$ cat src/rtl/hall_call_panel.sv
// hall_call_panel: hall-side call front end for the lift controller.
// Synchronises the hall buttons, latches one call per landing and lights its
// lamp, serialises outstanding calls onto floorReq (4'b1111 = no request)
// round-robin, and retires a call when liftState reaches that landing.
// Optional build macro HALL_RESEND_EN adds a stall counter. When the car sits
// idle with sent calls still outstanding, the counter re-opens those calls
// for issue after RESEND_CYCLES.
module hall_call_panel #(
  parameter int NUM_FLOORS    = 11,
  parameter int RESEND_CYCLES = 64
) (
  input  logic                  clk,
  input  logic                  rst,
  input  logic [NUM_FLOORS-1:0] hall_btn,
  input  logic [3:0]            liftState,
  input  logic [1:0]            motor_signal,
  output logic [3:0]            floorReq,
  output logic [NUM_FLOORS-1:0] call_lamp,
  output logic [3:0]            pending_cnt
);

  localparam logic [3:0] NO_REQ = 4'b1111;
  localparam int         IW     = (NUM_FLOORS > 1) ? $clog2(NUM_FLOORS) : 1;

  logic [NUM_FLOORS-1:0] sync1, sync2, prev;
  logic [NUM_FLOORS-1:0] pending, sent;
  logic [NUM_FLOORS-1:0] event_v, serve_v, cand, issue_v;
  logic [3:0]            rr, pick;
  logic                  pick_vld;
  logic                  resend_clr;

  // Two-flop synchroniser followed by a prev flop for rising-edge detection
  always_ff @(posedge clk) begin
    if (rst) begin
      sync1 <= '0;
      sync2 <= '0;
      prev  <= '0;
    end else begin
      sync1 <= hall_btn;
      sync2 <= sync1;
      prev  <= sync2;
    end
  end

  assign event_v = sync2 & ~prev;

  // One-hot decode of the car position; out-of-range positions serve nothing
  always_comb begin
    serve_v = '0;
    for (int f = 0; f < NUM_FLOORS; f++) serve_v[f] = (liftState == 4'(f));
  end

  // The car's own floor is masked so serve and issue never collide
  assign cand = pending & ~sent & ~serve_v;

  // Round-robin search starting at rr, wrapping modulo NUM_FLOORS
  always_comb begin
    int idx;
    idx      = 0;
    pick     = '0;
    pick_vld = 1'b0;
    issue_v  = '0;
    for (int i = 0; i < NUM_FLOORS; i++) begin
      idx = int'(rr) + i;
      if (idx >= NUM_FLOORS) idx = idx - NUM_FLOORS;
      if (!pick_vld && cand[IW'(idx)]) begin
        pick_vld         = 1'b1;
        pick             = 4'(idx);
        issue_v[IW'(idx)] = 1'b1;
      end
    end
  end

`ifdef HALL_RESEND_EN
  localparam int CW = $clog2(RESEND_CYCLES + 1);

  logic [CW-1:0] stall_cnt;
  logic          stalled;

  // Counting only while the car is idle, nothing is being served and some
  // issued call is still waiting; the wrap re-opens every sent call.
  assign stalled    = (|(pending & sent)) && !(|(pending & serve_v)) &&
                      (motor_signal == 2'b00);
  assign resend_clr = stalled && (stall_cnt == CW'(RESEND_CYCLES - 2));

  // Stall counter: runs while stalled, clears on wrap or when not stalled
  always_ff @(posedge clk) begin
    if (rst || !stalled || resend_clr) stall_cnt <= '0;
    else                               stall_cnt <= stall_cnt + 1'b1;
  end
`else
  localparam int unused_resend_cycles = RESEND_CYCLES;
  logic unused_motor;
  assign unused_motor = ^motor_signal;
  assign resend_clr   = 1'b0;
`endif

  // Call bitmaps, round-robin pointer and registered request output
  always_ff @(posedge clk) begin
    if (rst) begin
      pending  <= '0;
      sent     <= '0;
      rr       <= '0;
      floorReq <= NO_REQ;
    end else begin
      pending  <= (pending | event_v) & ~serve_v;
      sent     <= ((resend_clr ? '0 : sent) & ~serve_v) | issue_v;
      floorReq <= pick_vld ? pick : NO_REQ;
      if (pick_vld) rr <= (pick == 4'(NUM_FLOORS - 1)) ? 4'd0 : pick + 4'd1;
    end
  end

  assign call_lamp = pending;

  // Lamp count straight from the pending register
  always_comb begin
    pending_cnt = '0;
    for (int f = 0; f < NUM_FLOORS; f++) pending_cnt = pending_cnt + 4'(pending[f]);
  end

endmodule

$ cat config.mk
export PLATFORM = sky130hd
export DESIGN_NAME = hall_call_panel
export DESIGN_NICKNAME = d
export VERILOG_FILES = /design/src/rtl/hall_call_panel.sv
export SDC_FILE = /design/constraint.sdc
export NUM_CORES = 1
export LEC_CHECK = 0
export ABC_AREA = 1
export BUFFER_PORTS_ARGS = -buffer_cell sky130_fd_sc_hd__buf_4
export CORE_UTILIZATION = 25
export DETAILED_ROUTE_END_ITERATION = 12
export GPL_TIMING_DRIVEN = 0
export PLACE_DENSITY_LB_ADDON = 0.2
export SLEW_MARGIN = 30
export SYNTH_ARGS = -nofsm -noshare
export SYNTH_HDL_FRONTEND = slang
export SYNTH_SLANG_ARGS = --single-unit
$ cat constraint.sdc
create_clock -name clk -period 3.48 [get_ports clk]
set_clock_uncertainty 0.15 [all_clocks]
set_input_delay 0.348 -clock clk [delete_from_list [all_inputs] [get_ports clk]]
set_output_delay 0.348 -clock clk [all_outputs]
set_load 0.01 [all_outputs]
---- After elaboration in Yosys (flattened, before gate mapping) ----
Index checks and enable logic that the tools add are counted.
cells by class
  add/sub/neg operators ................... 32
  order comparisons ....................... 33
  equality and inequality tests ........... 11
  multiplexer cells ....................... 100
  bitwise operators ....................... 21
  reduce and logical (&&, ||, !) cells .... 33
operators by type and width
  kind                                                 count
  bitwise OR 11 bit                                    12
  two-way mux 11 bit                                   11
  two-way mux 4 bit                                    23
  < comparator 4 x 6 -> 1 bit, second input constant   11
  AND 11 bit                                           5
  >= comparator 5 x 4 -> 1 bit, second input constant  10
  binary-select mux 1 bit (select 4 bit)               11
  demux 1 bit (select 4 bit)                           11
  >= comparator 4 x 1 -> 1 bit, second input constant  11
  two-way mux 1 bit                                    44
  subtractor 4 bit, second input constant              11
  NOT 11 bit                                           3
  adder 4 x 1 -> 4 bit                                 7
  logical AND 1 bit                                    21
  adder 4 x 3 -> 5 bit, second input constant          4
  equality test 4 x 3 -> 1 bit, second input constant  4
  equality test 4 bit, second input constant           4
  adder 4 x 4 -> 5 bit, second input constant          3
  adder 4 x 2 -> 5 bit, second input constant          2
  logical NOT 1 bit                                    10
  equality test 4 x 2 -> 1 bit, second input constant  2
  adder 4 x 1 -> 5 bit, second input constant          1
  adder 3 x 1 -> 4 bit                                 1
  adder 4 x 1 -> 4 bit, second input constant          1
  other kinds (7)                                      7
storage, ports and cells
  flip-flop bits (word level) ............. 63
  input port bits ......................... 19
  output and inout bits ................... 19
  word-level logic and storage cells ...... 237

---- Longest topological paths before layout ----
Gate-level depths: netlist of run 1.
  word-level depth ........................ 39
  mapped depth ............................ 31
  depth with buffers taken out ............ 31

---- Worst setup path before layout of run 1 ----
Ideal clock, no wire load.
  path type ............................... reg2reg
  from .................................... register rr[0]
  to ...................................... register rr[2]
  setup time .............................. 0.109 ns
  data arrival time ....................... 3.484 ns
  data required time ...................... 3.221 ns
  path slack .............................. -0.263 ns
  stages on the path, launching flop included .. 31
  path buffers ............................ 2
  period minus slack after synthesis ...... 3.743 ns
  cell sequence ........................... dfxtp_1 > inv_2 > clkbuf_1 > ha_1 > inv_2 > nand2_1 > nand3_1 > nand3_2 > nand2_2 > nand2_2 > nand2_1 > buf_6 > nand2_1 > nand2_1 > nand2_1 > nand2_1 > nand2_1 > nand3_2 > nand4_4 > nor2_8 > nand4_4 > nor2_4 > nand3_4 > nand2_2 > nor2_2 > nor2_8 > nand2_1 > nand2_1 > nand3_1 > nand2_1 > inv_1
between the ends
  word-level cells in the longest chain between the ends .. 38
  elaborated cells on any way between the ends .. 121
  classes of those cells .................. 22 x add/sub; 11 x order compare; 1 x eq/ne; 67 x mux; 20 x reduce/logical
ends and longest elaborated chain
  what                                                                           RTL line  source
  start: declaration                                                             28        logic [3:0] rr, pick;
  start signal: assignment                                                       109       if (pick_vld) rr <= (pick == 4'(NUM_FLOORS - 1)) ? 4'd0 : pick + 4'd1;
  parallel branches: the longest is 38 deep, another holds adder 4 x 1 -> 5 bit  n/a
Several ways; the timed one is not identified. The select of a mux whose other input is x is not followed.
A chain may end at the register's enable or synchronous reset.

---- Worst setup path after layout of run 1 ----
  from .................................... register rr[2]
  to ...................................... register rr[3]
Same word-level chain as after synthesis.

==> impl_metrics.py, run 1 <==
metrics = {
    "outcome": {
        "status": "complete, but fails checks",
        "violations": "negative setup slack",
    },
    "layout": {
        "nets": 1249,
        "fillers": 2854,
        "final_common_cell": "nand2_1",
        "final_cell_mix": "286 x nand2_1, 151 x inv_1, 122 x nor2_1",
        "register_area_um2": 1280,
        "finalInstanceArea_um2": 8680,
        "fin_util_pct": 34.6,
        "drive_gt1_share_pct": 27.7,
        "diodes": 0,
        "area.growth.synth_to_final_pct": 35.9,
        "multiInputGateArea_um2": 5100,
    },
    "yosys": {
        "synth_area_um2": 6390,
        "async_flop_share_pct": 0,
        "synth_nets": 1149,
        "synth_ff_type": "dfxtp_1",
        "ys_types": 50,
        "ys_warn_count": 0,
        "ys_seq_area_share_pct": 19.7,
        "ys_seq_elements": 63,
        "netlist_instances": 1106,
        "post_synth.cell_area_avg_um2": 5.78,
        "synth-edff-count": 0,
    },
    "critical_path": {
        "criticalPathCategory": "reg2reg",
        "arrival_ns": 4.15,
        "worst_ep_required_time_ns": 3.58,
        "cp-end-kind": "flop",
        "crit_chain": "buf_12 > clkinv_8 > ha_2 > nor2_4 > a21oi_4 > buf_6 > xor2_4 > nor2_1 > nand2_1 > nand4_1 > nand2_2 > nand2_2 > nor2_8 > nand4_4 > nor2_8 > nand4_4 > nor2_4 > nand3_4 > buf_4 > nor2_2 > nor2_4 > nand2_1 > nand2_1 > a21oi_2",
        "cp_slowest_cell": "dfxtp_4",
        "cp_max_fo": 11,
        "slowest_delay_ns": 0.39,
        "critical_path.startpoint_type": "flop",
    },
    "routing": {
        "route.detailed.drc": 0,
        "num_vias": 7554,
        "routed_via_density": 4.90,
        "drtPass1Iterations": 5,
        "wl_um": 26300,
        "wire_per_inst_um": 17.1,
        "ant_nets": 0,
        "drt_first_iter_violations": 540,
    },
    "grt": {
        "grt_pass1_vias": 7084,
        "grt_pass1_wl_um": 40500,
        "grt.overflow.total": 0,
        "antenna_found_initial": 0,
        "grt_max_degree": 13,
        "grt_use_total_pct": 20.3,
    },
    "die": {
        "fp.dieArea_um2": 26200,
        "core_region_area_um2": 25100,
        "row_count": 58,
        "ios": 38,
        "die_h_um": 162,
        "chipWidth_um": 162,
        "start_util_pct": 25.4,
    },
    "sta": {
        "setup_violations": 18,
        "tightestPinTransition_ns": 0.841,
        "finalHoldViolCount": 0,
        "fin_crit_ns": 4.04,
        "period_share_pct": 116,
        "slew_headroom_pct": 43.6,
        "fmax_ghz": 0.247,
        "finalMaxSlewViolations": 0,
        "rsz0062_at_grt": "yes",
        "holdWs_ns": 0.0671,
        "finalWorstSetupSlack_ns": -0.563,
    },
    "hold_path": {
        "min_path_type": "in2reg",
    },
    "placement": {
        "pre_cts_ws_ns": -1.30,
        "gp_congestion": 0.961,
        "dp_hpwl_um": 20300,
        "placed_area_um2": 7170,
        "io_buffer_count": 34,
    },
    "clock_network": {
        "clk_path_buf_depth": 2,
        "worstSkewPairLatency_ns": 0.33,
        "clkTransAtPathRegs_ns": 0.06,
        "numCtsBuffers": 9,
        "htree_num_levels": 3,
        "cts-root-buf": "clkbuf_16",
        "cts_tree": "built",
        "hold_buffers": 0,
        "cts_sinks": 63,
    },
    "job": {
        "drv_cap": 0,
    },
}
==> synth_stat cells, types with 5 or more instances <==
master     count  area share [%]
nand4_1       26             2.5
inv_1        160             9.4
nand3_2        7             1.1
o2111ai_1      6            0.82
dfxtp_1       63              20
nor3_1        20             1.6
fa_1           7             2.2
nor2_1       153             9.0
o21ai_1       23             1.8
nor2_2         5            0.49
ha_1          17             3.3
nor2_4         5            0.88
xor2_1         7            0.96
nand3_1      117             9.2
inv_2         17             1.0
o22ai_1        5            0.49
nand2_2       21             2.1
o21ai_0       33             2.6
a21oi_1       20             1.6
clkbuf_1       7            0.41
o21ai_2        6            0.82
o211ai_1       9             1.1
nand2_1      315              19
==> registers in the layout, summed over array words and instances, names as in the netlist <==
register / count
call_lamp: 11
prev: 11
sent: 11
sync1: 11
sync2: 11
floorReq: 4
rr: 4
==> timing repair <==
item / in CTS / in global routing
endpoints found under the setup margin: 20 / 20
pin swaps: 50 / 28
resized for setup: 153 / 51
gates cloned: 1 / 0
setup buffers: 38 / 16
==> through the flow <==
| step | setup TNS [ns] | std cells |
|---|---|---|
| 4_1_cts | -6.78 | 1525 |
| 2_1_floorplan | -0.0312 | 1106 |
| 6_report | -8.51 | 1541 |
| 3_5_place_dp | -16.46 | 1470 |
| 3_3_place_gp | -20.15 | 1470 |
| 5_1_grt | -11.48 | 1541 |
==> path summary, 6_finish.rpt <==
check	startpoint	end	slack, ns	depth (start not counted)
worst max-delay path	rr[2]	rr[3]	-0.56	24
worst min-delay path	hall_btn[5]	sync1[5]	0.07	3
worst max register to register	rr[2]	rr[3]	-0.56	24
worst min register to register	sync1[9]	sync2[9]	0.25	2
==> final cells by class <==
class                           instances  share of cell area (%)
Tap cell                              330                    4.75
Clock buffer                           12                    3.08
Multi-Input combinational cell        845                    58.8
Clock inverter                          4                   0.303
Sequential cell                        63                    14.8
Timing Repair Buffer                   89                    8.21
Inverter                              180                    8.15
Buffer                                 18                    1.96
==> critical path: cells and delay by family (launching register included) <==
family          cells  cell delay, ns
xor+xnor            1            0.25
simple gates       16            2.04
buf+inv             4            0.61
compound gates      2            0.29
flops               1            0.39
fa+ha+maj           1            0.23
==> metal layers <==
layer  track usage, %  vias to the layer above  share of wire [%]
li1                 -                     3753                  -
met1             26.4                     3540                 45
met2             34.7                      217                 48
met3             1.58                       44                3.9
met4             7.46                        0                3.0
met5                0                        -                  0
==> cell families after synthesis <==
family / share of synthesized area [%]
buf+inv: 12.3
xor+xnor: 2.27
flops: 19.7
fa+ha+maj: 5.52
simple gates: 48.3
compound gates: 11.8
Power of run 1 is left out: the tool's default activity adds up to more than one toggle a clock period on the data nets, which glitch-free logic cannot reach.
==> run 2: changes to the inputs <==
- clock period: 3.48 -> 3.9 ns (I/O delays scaled with it)
==> run 2 against run 1 <==
  * The run still ends with negative setup slack left
  * Global-route usage decreased by 0.058 points
  * Setup slack better by 0.55 ns
  * Final area grew 7.2%
  * Core utilization rose by 2.5 points
  * Via count increased by 3.2%
  * Final cell count increased by 2.1%
  * Largest cell class unchanged
==> impl_metrics.py, run 2 (synthesis gave the netlist of run 1 again) <==
metrics = {
    "job": {
        "drv_cap": 0,
    },
    "sta": {
        "period_share_pct": 100,
        "rsz0062_at_grt": "yes",
        "slew_headroom_pct": 49.5,
        "tightestPinTransition_ns": 0.755,
        "fmax_ghz": 0.255,
        "fin_crit_ns": 3.92,
        "finalWorstSetupSlack_ns": -0.0163,
        "setup_tns_ns": -0.0205,
        "finalHoldViolCount": 0,
        "setup_violations": 2,
        "finalMaxSlewViolations": 0,
    },
    "die": {
        "core_region_area_um2": 25100,
        "chipWidth_um": 162,
        "row_count": 58,
        "ios": 38,
        "die_h_um": 162,
        "start_util_pct": 25.4,
        "fp.dieArea_um2": 26200,
    },
    "grt": {
        "grt.overflow.total": 0,
        "grt_max_degree": 13,
        "antenna_found_initial": 0,
        "grt_use_total_pct": 20.2,
        "grt_pass1_vias": 7082,
        "grt_pass1_wl_um": 40400,
    },
    "clock_network": {
        "numCtsBuffers": 9,
        "clk_path_buf_depth": 2,
        "cts_sinks": 63,
        "htree_num_levels": 3,
        "cts-root-buf": "clkbuf_16",
        "clkTransAtPathRegs_ns": 0.06,
        "cts_tree": "built",
        "worstSkewPairLatency_ns": 0.33,
    },
    "critical_path": {
        "worst_ep_required_time_ns": 3.36,
        "path_common_cell": "fa_1",
        "r2r_cells": 25,
        "r2r_start": "rr[1]",
        "critPathTopFamily": "adder cells",
        "reg2reg_setup_slack_ns": 0,
        "critical_path.startpoint_type": "flop",
        "r2r-end": "rr[2]",
        "cp_slowest_cell": "fa_2",
        "crit_chain": "fa_1 > fa_1 > inv_2 > fa_1 > inv_2 > fa_2 > fa_2 > buf_6",
        "cp-end-kind": "primary output",
        "slowest_delay_ns": 0.58,
        "cp_max_fo": 2,
        "criticalPathCategory": "reg2out",
        "arrival_ns": 3.38,
        "worstPathBufferInverterCount": 3,
    },
    "outcome": {
        "status": "complete, but fails checks",
        "violations": "negative setup slack",
    },
    "routing": {
        "wire_per_inst_um": 17.1,
        "ant_nets": 0,
        "num_vias": 7795,
        "drt_first_iter_violations": 552,
        "wl_um": 26800,
        "drtPass1Iterations": 5,
        "route.detailed.drc": 0,
        "routed_via_density": 4.95,
    },
    "layout": {
        "fin_util_pct": 37.1,
        "diodes": 0,
        "final_cell_mix": "266 x nand2_1, 144 x inv_1, 116 x buf_4",
        "area.growth.synth_to_final_pct": 45.6,
        "drive_gt1_share_pct": 33.6,
        "final_common_cell": "nand2_1",
        "fillers": 2736,
        "nets": 1282,
    },
    "hold_path": {
        "min_path_type": "in2reg",
        "hold_depth": 3,
        "min_from": "hall_btn[8]",
        "hold_path_end": "sync1[8]",
    },
    "placement": {
        "pre_cts_ws_ns": -1.19,
        "gp_congestion": 0.956,
        "io_buffer_count": 34,
        "dp_hpwl_um": 20000,
    },
}
run 2: tightest hold or removal path: stages:
cell and delay, ns:
buf_4 0.08, inv_1 0.03, nor2_1 0.06
run 2: timing repair:
| action | CTS | global route |
|---|---|---|
| pin swaps | 39 | 79 |
| resized for setup | 161 | 171 |
| hold buffers | 0 | 0 |
| setup endpoints to repair | 18 | 18 |
| setup buffers | 40 | 46 |
| cloned | 1 | 0 |
run 2: worst max-delay path by stage:
stage | cells past startpoint | startpoint | slack, ns | to
finish | 8 | call_lamp[3] | -0.02 | pending_cnt[1]
global route | 27 | rr[1] | -0.20 | rr[2]
CTS | 31 | rr[1] | -0.03 | rr[2]
detailed placement | 25 | rr[1] | -1.19 | rr[2]
global placement | 24 | liftState[0] | -1.20 | rr[2]
floorplan | 30 | rr[0] | 0.16 | rr[2]
run 2: metal layers:
layer	share of wire (%)	wire length (um)	GRT usage, %
met1	44	11700	26.8
met2	47	12600	33.0
met3	6.0	1620	2.27
met4	3.4	904	8.45
met5	0	0	0
run 2: final cells by class:
cell class / instances / area (um2) / share of cell area (%)
multi-input cells: 845 / 5490 / 59.0
flip-flops and latches: 63 / 1280 / 13.8
repair buffers: 122 / 932 / 10.0
inverters: 180 / 718 / 7.72
well taps: 330 / 413 / 4.44
clock buffers: 9 / 225 / 2.42
plain buffers: 18 / 200 / 2.15
clock inverters: 7 / 47.5 / 0.511
run 2: through the flow:
stage | cell area, um2 | hold slack [ns] | cells
finish | 9310 | 0.108 | 1574
floorplan | 6390 | 0.238 | 1106
detailed placement | 7070 | 0.244 | 1471
global route | 9310 | 0.111 | 1574
CTS | 8300 | 0.102 | 1528
global placement | 7060 | 0.239 | 1470
Power of run 2 is left out for the same reason.
==> run 3: changes to the inputs <==
--- a/config.mk
+++ b/config.mk
@@ -11,4 +11,5 @@
 export DETAILED_ROUTE_END_ITERATION = 12
 export GPL_TIMING_DRIVEN = 0
+export HOLD_SLACK_MARGIN = 0.03
 export PLACE_DENSITY_LB_ADDON = 0.2
 export SLEW_MARGIN = 30
--- a/constraint.sdc
+++ b/constraint.sdc
@@ -3,3 +3,3 @@
 set_input_delay 0.39 -clock clk [delete_from_list [all_inputs] [get_ports clk]]
 set_output_delay 0.39 -clock clk [all_outputs]
-set_load 0.01 [all_outputs]
+set_load 0.02 [all_outputs]
==> run 3 against run 2 <==
  * The flow still finishes with violations (negative setup slack)
  * Flip-flop and latch count did not move
  * Via count rose by 0.38%
  * Die area did not move
  * Critical path depth did not move
  * Global-route usage rose by 0.067 points
  * Hold slack barely moved
  * First-iteration DRC count fell by 2.0%
  * Core utilization rose by 0.49 points
  * Final area rose by 1.3%
  * Final cell count rose by 0.25%
==> impl_metrics.py, run 3 (synthesis gave the netlist of run 1 again) <==
metrics = {
    "critical_path": {
        "cp_max_fo": 2,
        "slowest_delay_ns": 0.58,
        "r2r_cells": 29,
        "crit_chain": "fa_1 > fa_1 > inv_2 > fa_1 > inv_2 > fa_2 > fa_2 > buf_6",
        "r2r-end": "rr[0]",
        "cp-end-kind": "primary output",
        "criticalPathCategory": "reg2out",
        "reg2reg_setup_slack_ns": -0.02,
        "worst_ep_required_time_ns": 3.36,
        "path_common_cell": "fa_1",
        "cp_slowest_cell": "fa_2",
        "worstPathBufferInverterCount": 3,
        "critical_path.startpoint_type": "flop",
        "critPathTopFamily": "adder cells",
        "r2r_start": "rr[0]",
        "arrival_ns": 3.39,
    },
    "clock_network": {
        "worstSkewPairLatency_ns": 0.33,
        "cts_tree": "built",
        "clk_path_buf_depth": 2,
        "clkTransAtPathRegs_ns": 0.06,
        "cts_sinks": 63,
        "cts-root-buf": "clkbuf_16",
        "htree_num_levels": 3,
        "numCtsBuffers": 9,
    },
    "sta": {
        "period_share_pct": 101,
        "setup_violations": 4,
        "setup_tns_ns": -0.0647,
        "fin_crit_ns": 3.93,
        "finalWorstSetupSlack_ns": -0.0293,
        "rsz0062_at_grt": "yes",
        "finalHoldViolCount": 0,
        "tightestPinTransition_ns": 0.785,
        "slew_headroom_pct": 47.1,
        "finalMaxSlewViolations": 0,
        "fmax_ghz": 0.254,
        "holdWs_ns": 0.108,
    },
    "layout": {
        "fillers": 2715,
        "diodes": 0,
        "final_common_cell": "nand2_1",
        "final_cell_mix": "257 x nand2_1, 141 x inv_1, 121 x buf_4",
        "layout.cells.non_filler": 1578,
        "drive_gt1_share_pct": 35.2,
        "area.growth.synth_to_final_pct": 47.6,
        "nets": 1286,
    },
    "hold_path": {
        "hold_path_end": "sync1[8]",
        "min_from": "hall_btn[8]",
        "hold_depth": 3,
        "min_path_type": "in2reg",
    },
    "routing": {
        "drt_first_iter_violations": 541,
        "routed_via_density": 4.96,
        "wire_per_inst_um": 17.2,
        "route.detailed.drc": 0,
        "wl_um": 27100,
        "drtPass1Iterations": 5,
        "num_vias": 7825,
        "ant_nets": 0,
    },
    "die": {
        "chipWidth_um": 162,
        "fp.dieArea_um2": 26200,
        "core_region_area_um2": 25100,
        "ios": 38,
        "start_util_pct": 25.4,
        "die_h_um": 162,
        "row_count": 58,
    },
    "placement": {
        "dp.cells": 1471,
        "io_buffer_count": 34,
        "dp_hpwl_um": 20000,
        "gp_congestion": 0.956,
        "pre_cts_ws_ns": -1.19,
    },
    "outcome": {
        "violations": "negative setup slack",
        "status": "complete, but fails checks",
    },
    "grt": {
        "met3_usage_pct": 2.20,
        "grt_pass1_vias": 7085,
        "met2_usage_pct": 33.1,
        "grt_max_degree": 13,
        "grt_use_total_pct": 20.3,
        "grt_pass1_wl_um": 40600,
        "use_met1_pct": 26.9,
        "top_usage_layer": "met2",
        "antenna_found_initial": 0,
        "grt.overflow.total": 0,
    },
    "job": {
        "drv_cap": 0,
    },
}
run 3: changes by cell type in the layout (fill, tap and decap cells not counted), moves of 4 or more:
cell,before,now
buf_4,116,121
nand2_1,266,257
nand2_2,43,48
nand2_4,22,27
o21ai_1,22,18
o21ai_2,10,14
run 3: layout make-up:
class | count | area [um2] | share of cell area [%]
plain buffers | 18 | 199 | 2.11
clock buffers | 9 | 225 | 2.39
flip-flops and latches | 63 | 1280 | 13.6
inverters | 180 | 723 | 7.67
clock inverters | 7 | 47.5 | 0.504
well taps | 330 | 413 | 4.38
multi-input cells | 845 | 5580 | 59.1
repair buffers | 126 | 962 | 10.2
run 3: worst max-delay path by stage:
stage,start,end,slack (ns),cells after the start
5_1_grt,rr[1],rr[2],-0.20,31
4_1_cts,rr[2],rr[2],-0.05,25
2_1_floorplan,rr[0],rr[2],0.16,30
3_5_place_dp,rr[1],rr[2],-1.19,25
3_3_place_gp,liftState[0],rr[2],-1.20,24
6_report,call_lamp[3],pending_cnt[1],-0.03,8
run 3: metrics by stage:
stage / area [um2] / utilization, %
6_report: 9430 / 37.6
5_1_grt: 9430 / 37.6
4_1_cts: 8260 / 32.9
3_5_place_dp: 7070 / 28.2
3_3_place_gp: 7060 / 28.1
2_1_floorplan: 6390 / -
run 3: timing repair:
| item | 4_1_cts | 5_1_grt |
|---|---|---|
| cloned | 1 | 0 |
| hold buffers | 0 | 0 |
| pin swaps | 34 | 88 |
| buffers inserted | 38 | 52 |
| setup endpoints to repair | 18 | 18 |
| gates resized for setup | 157 | 204 |
run 3: metal layers:
metal	part of all wire, %	vias to the layer above	routed length (um)
met5	0	-	0
met4	4.2	0	1150
met3	5.7	62	1550
met2	46	283	12500
met1	44	3650	11900
li1	-	3830	-
run 3: worst min-delay path: stages:
cell	delay [ns]
buf_4	0.08
inv_1	0.03
nor2_1	0.06
Power of run 3 is left out for the same reason.
